$ cat src/rtl/sum4_splitter_pkg.sv
// Shared types, constants and range check for the total-to-nibble splitter.
// Latency: n/a (declarations only).
// Backpressure: n/a.
package sum4_splitter_pkg;

    localparam int DEF_NIB_W   = 4;
    localparam int DEF_N_NIB   = 4;
    localparam int DEF_IDX_W   = $clog2(DEF_N_NIB);
    localparam int DEF_TOT_W   = DEF_NIB_W + DEF_IDX_W;
    localparam int NMIN        = -(1 << (DEF_NIB_W - 1));
    localparam int NMAX        = (1 << (DEF_NIB_W - 1)) - 1;
    localparam int TOT_MIN     = DEF_N_NIB * NMIN;
    localparam int TOT_MAX     = DEF_N_NIB * NMAX;

    typedef enum logic {
        IDLE = 1'b0,
        EMIT = 1'b1
    } state_t;

    // A total is splittable only if N nibbles, each saturated, can reach it.
    function automatic logic total_in_range(input int total, input int nib_w, input int n_nib);
        int lo;
        int hi;
        lo = n_nib * (-(1 << (nib_w - 1)));
        hi = n_nib * ((1 << (nib_w - 1)) - 1);
        return (total >= lo) && (total <= hi);
    endfunction

endpackage

$ cat src/rtl/sum4_splitter_sat_clamp.sv
// Signed saturate from IN_W bits down to OUT_W bits.
// Latency: combinational.
// Backpressure: none.
module sat_clamp #(
    parameter int IN_W  = 7,
    parameter int OUT_W = 4
) (
    input  logic signed [IN_W-1:0]  din,
    output logic signed [OUT_W-1:0] dout
);

    localparam int MAXI = (1 << (OUT_W - 1)) - 1;
    localparam int MINI = -(1 << (OUT_W - 1));

    logic signed [IN_W-1:0] max_v;
    logic signed [IN_W-1:0] min_v;

    assign max_v = IN_W'(MAXI);
    assign min_v = IN_W'(MINI);

    // Saturate to the output range, otherwise pass the low bits through.
    always_comb begin
        dout = din[OUT_W-1:0];
        if (din > max_v) begin
            dout = max_v[OUT_W-1:0];
        end else if (din < min_v) begin
            dout = min_v[OUT_W-1:0];
        end
    end

endmodule

$ cat src/rtl/sum4_splitter.sv
// Splits one signed total into N_NIB greedily saturated signed nibbles, streamed and bundled.
// Latency: first beat the cycle after accept; done the cycle after the last beat.
// Backpressure: out_ready low holds the current beat; in_ready is low for the whole split.
module sum4_splitter
    import sum4_splitter_pkg::*;
#(
    parameter int NIB_W = DEF_NIB_W,
    parameter int N_NIB = DEF_N_NIB,
    parameter int IDX_W = $clog2(N_NIB),
    parameter int TOT_W = NIB_W + IDX_W
) (
    input  logic                    clk,
    input  logic                    rst,
    input  logic                    in_valid,
    output logic                    in_ready,
    input  logic signed [TOT_W-1:0] in_total,
    output logic                    out_valid,
    input  logic                    out_ready,
    output logic signed [NIB_W-1:0] out_nib,
    output logic [IDX_W-1:0]        out_idx,
    output logic                    out_last,
    output logic                    err,
    output logic                    done,
    output logic signed [NIB_W-1:0] nib_a,
    output logic signed [NIB_W-1:0] nib_b,
    output logic signed [NIB_W-1:0] nib_c,
    output logic signed [NIB_W-1:0] nib_d
);

    // One extra bit so the remainder never wraps while nibbles are subtracted.
    localparam int R_W = TOT_W + 1;

    state_t                  state;
    state_t                  state_nxt;
    logic signed [R_W-1:0]   rem;
    logic [IDX_W-1:0]        idx;
    logic signed [NIB_W-1:0] bundle [N_NIB];
    logic                    legal;
    logic                    accept;
    logic                    reject;
    logic                    beat;

    sat_clamp #(
        .IN_W  (R_W),
        .OUT_W (NIB_W)
    ) u_clamp (
        .din  (rem),
        .dout (out_nib)
    );

    assign legal     = total_in_range(int'(in_total), NIB_W, N_NIB);
    assign in_ready  = (state == IDLE);
    assign out_valid = (state == EMIT);
    assign out_idx   = idx;
    assign out_last  = (idx == IDX_W'(N_NIB - 1));
    assign accept    = in_ready && in_valid && legal;
    assign reject    = in_ready && in_valid && !legal;
    assign beat      = out_valid && out_ready;

    assign nib_a = bundle[0];
    assign nib_b = bundle[1];
    assign nib_c = bundle[2];
    assign nib_d = bundle[3];

    // State register.
    always_ff @(posedge clk or posedge rst) begin
        if (rst) begin
            state <= IDLE;
        end else begin
            state <= state_nxt;
        end
    end

    // Next state: leave IDLE on a legal total, return after the last beat is taken.
    always_comb begin
        state_nxt = state;
        case (state)
            IDLE:    if (accept) state_nxt = EMIT;
            EMIT:    if (beat && out_last) state_nxt = IDLE;
            default: state_nxt = IDLE;
        endcase
    end

    // Remainder, beat index, bundle slots and the err/done pulses.
    always_ff @(posedge clk or posedge rst) begin
        if (rst) begin
            rem  <= '0;
            idx  <= '0;
            err  <= 1'b0;
            done <= 1'b0;
            for (int i = 0; i < N_NIB; i++) begin
                bundle[i] <= '0;
            end
        end else begin
            err  <= reject;
            done <= beat && out_last;
            if (accept) begin
                rem <= {in_total[TOT_W-1], in_total};
                idx <= '0;
            end else if (beat) begin
                bundle[idx] <= out_nib;
                rem         <= rem - {{(R_W-NIB_W){out_nib[NIB_W-1]}}, out_nib};
                // Wraps to zero after the last beat since N_NIB is a power of two.
                idx         <= idx + IDX_W'(1);
            end
        end
    end

endmodule

$ cat config.mk
export PLATFORM = sky130hd
export DESIGN_NAME = sum4_splitter
export DESIGN_NICKNAME = d
export VERILOG_FILES = /design/src/rtl/sum4_splitter_pkg.sv /design/src/rtl/sum4_splitter_sat_clamp.sv /design/src/rtl/sum4_splitter.sv
export SDC_FILE = /design/constraint.sdc
export NUM_CORES = 1
export LEC_CHECK = 0
export ABC_AREA = 0
export BUFFER_PORTS_ARGS = -buffer_cell sky130_fd_sc_hd__buf_2
export CAP_MARGIN = 5
export CORE_MARGIN = 2
export CORE_UTILIZATION = 40
export CTS_CLUSTER_SIZE = 10
export DETAILED_ROUTE_END_ITERATION = 12
export GPL_TIMING_DRIVEN = 1
export PLACE_DENSITY = 0.59
export SKIP_LAST_GASP = 1
export SLEW_MARGIN = 0
export SYNTH_ARGS = -nofsm -noshare
export SYNTH_HDL_FRONTEND = slang
export SYNTH_SLANG_ARGS = --single-unit
$ cat constraint.sdc
create_clock -name clk -period 4.7 [get_ports clk]
set_input_delay 0.705 -clock clk [delete_from_list [all_inputs] [get_ports clk]]
set_output_delay 0.705 -clock clk [all_outputs]
set_load 0.05 [all_outputs]
==> results.py <==
metrics = {
    "run_status": {
        "status": "finished clean",
    },
    "route": {
        "via_per_inst": 5.23,
        "wirelength_mm": 3.29,
        "drtIter0Drc": 35,
        "drc": 0,
        "wl_per_cell_um": 14.3,
        "ant_nets": 0,
        "vias": 1197,
        "first_pass_iters": 4,
    },
    "floorplan": {
        "start_util": 0.425,
        "ios": 37,
        "die_y_um": 64.2,
        "dieArea_sq_um": 4120,
        "core_area_sq_um": 3420,
        "row_count": 21,
        "dieWidth_um": 64.2,
    },
    "clock_tree": {
        "cts_root_buf": "clkbuf_4",
        "cts_tree": "built",
        "clock_latency_ns": 0.35,
        "cts_sinks": 28,
        "clockBufferDepth": 2,
        "htreeDepth": 1,
        "cts_resized": 0,
        "cts_hold_buffers": 0,
        "numCtsBuffers": 3,
        "clk_pin_slew_worst_paths_ns": 0.15,
        "cts_setup_buffers": 0,
    },
    "finish": {
        "areaGrowthSynthToFinish_pct": 19.2,
        "nets": 206,
        "layout_commonest_cell": "buf_2",
        "antenna_cells": 0,
        "fin_area_sq_um": 1730,
        "fillers": 341,
        "stdcell_count": 229,
        "layout-drive-gt1-share": 0.251,
        "mostFrequentLayoutCells": "36 x buf_2, 28 x dfrtp_1, 24 x nand2_1",
    },
    "global_routing": {
        "antenna_found_initial": 0,
        "use_met2": 0.286,
        "grt_usage": 0.171,
        "grt_max_degree": 29,
        "grt_pass1_vias": 1137,
        "grt-ovfl-total": 0,
        "busiest_layer": "met2",
        "grt_pass1_wl_mm": 5.33,
        "grt.met1_usage": 0.218,
        "grtUsageMet3": 0.0211,
    },
    "timing": {
        "worst_slew_pin_slew_ns": 1.06,
        "slew_headroom": 0.290,
        "totalNegativeSetupSlack_ns": 0,
        "finalCritPeriodShare": 0.552,
        "setup-violations-final": 0,
        "setup_slack_ns": 2.11,
        "hold_violations": 0,
        "clock_skew_ns": 0.00520,
        "rsz0062_at_grt": "false",
        "drv_slew": 0,
        "fmax_mhz": 386,
        "fin_crit_ns": 2.59,
    },
    "critical_path": {
        "end_kind": "primary output",
        "path_class": "register to primary output",
        "required_ns": 3.99,
        "path_max_fanout": 6,
        "critPathArrivalTime_ns": 1.89,
        "r2r_cells": 10,
        "critPathLaunchType": "register",
    },
    "placed_design": {
        "place.gp.congestion": 0.807,
        "dpl_cell_area_sq_um": 1680,
        "dp_cells": 225,
        "port_buffers": 36,
        "dp_hpwl_mm": 2.50,
        "pre_cts_ws_ns": 2.14,
    },
    "yosys": {
        "ys_warn_count": 0,
        "postSynthCellCount": 146,
        "seq_area_frac_synth": 0.483,
        "yosysTopAreaCell": "dfrtp_1",
        "synth_area_leaders": "dfrtp_1 48%, ha_1 9.5%, o21ai_0 6.6%",
        "synth_largest_type_area_fraction": 0.483,
        "yosysUniqueCellTypes": 31,
        "ys_seq_elements": 28,
        "syn_avg_cell_area_sq_um": 9.93,
        "synth_nets": 168,
        "synthesis.area_sq_um": 1450,
    },
    "min_path": {
        "hold_class": "register to register",
        "hold_depth": 2,
    },
    "job": {
        "cap_violations": 0,
    },
}
cell type report:
cell class | count | area (sq um) | share of cell area
tap | 46 | 57.6 | 0.0333
inverter | 11 | 41.3 | 0.0239
clock inverter | 1 | 30.0 | 0.0174
clock buffer | 3 | 22.5 | 0.0130
timing repair buffer | 36 | 180 | 0.104
multi-input combinational | 104 | 696 | 0.403
sequential | 28 | 701 | 0.406
cells in the mapped netlist:
| master | number |
|---|---|
| and4b_2 | 1 |
| a311oi_1 | 1 |
| mux2i_1 | 2 |
| o31a_1 | 2 |
| a21o_4 | 1 |
| nand3_1 | 2 |
| ha_1 | 11 |
| fa_1 | 1 |
| a221o_1 | 4 |
| buf_2 | 1 |
| inv_1 | 11 |
| a21oi_4 | 1 |
| nor2_2 | 1 |
| nand2b_1 | 1 |
| nor3b_1 | 1 |
| or2_4 | 1 |
| o31ai_1 | 3 |
| and2_1 | 2 |
| clkbuf_1 | 2 |
| o21a_1 | 5 |
| and3_2 | 1 |
| nor2b_1 | 4 |
| a21oi_1 | 3 |
| nor3_1 | 4 |
| dfrtp_1 | 28 |
| o21ai_0 | 19 |
| a31oi_1 | 1 |
| nor2_1 | 5 |
| o21ai_1 | 1 |
| a211oi_1 | 2 |
| nand2_1 | 24 |
metal layers:
| metal | vias to the layer above | share of wire |
|---|---|---|
| li1 | 587 | - |
| met1 | 579 | 0.44 |
| met2 | 27 | 0.50 |
| met3 | 4 | 0.038 |
| met4 | 0 | 0.021 |
| met5 | - | 0 |
path summary, 6_finish.rpt:
path                       startpoint  slack, ns         end
max                            rem[5]       2.11  out_nib[1]
min reg2reg                  nib_b[2]       0.49    nib_b[2]
min in group asynchronous         rst       0.59         err
max reg2reg                    rem[5]       2.14      rem[4]
max in group asynchronous         rst       3.48    nib_b[1]
min                          nib_b[2]       0.49    nib_b[2]
worst max-delay path: stages (launching register included):
cell and delay, ns:
dfrtp_1 0.44, nor3_1 0.19, nor2_1 0.09, a21oi_1 0.42
inv_1 0.16, buf_2 0.25
state kept, by name, summed over array words and instances (netlist names):
name,count
done,1
err,1
nib_a,4
nib_b,4
nib_c,4
nib_d,4
out_idx,2
out_valid,1
rem,7
through the flow:
stage                      util  hold WS, ns
final                     0.506        0.492
after global routing      0.506        0.516
after CTS                 0.506        0.499
after detailed placement  0.490        0.465
after global placement    0.490        0.457
after floorplan               -        0.501
cells by family (layout without fill, tap and decap cells):
group           count (synthesis)  after routing  share of synthesized area
fa+ha+maj                      12             12                      0.109
mux                             2              2                     0.0138
buf+inv                        14             51                     0.0371
flops                          28             28                      0.483
simple gates                   47             47                      0.154
compound gates                 43             43                      0.203
Power is left out: the tool's default activity adds up to more than one toggle a clock period on the data nets, which glitch-free logic cannot reach.
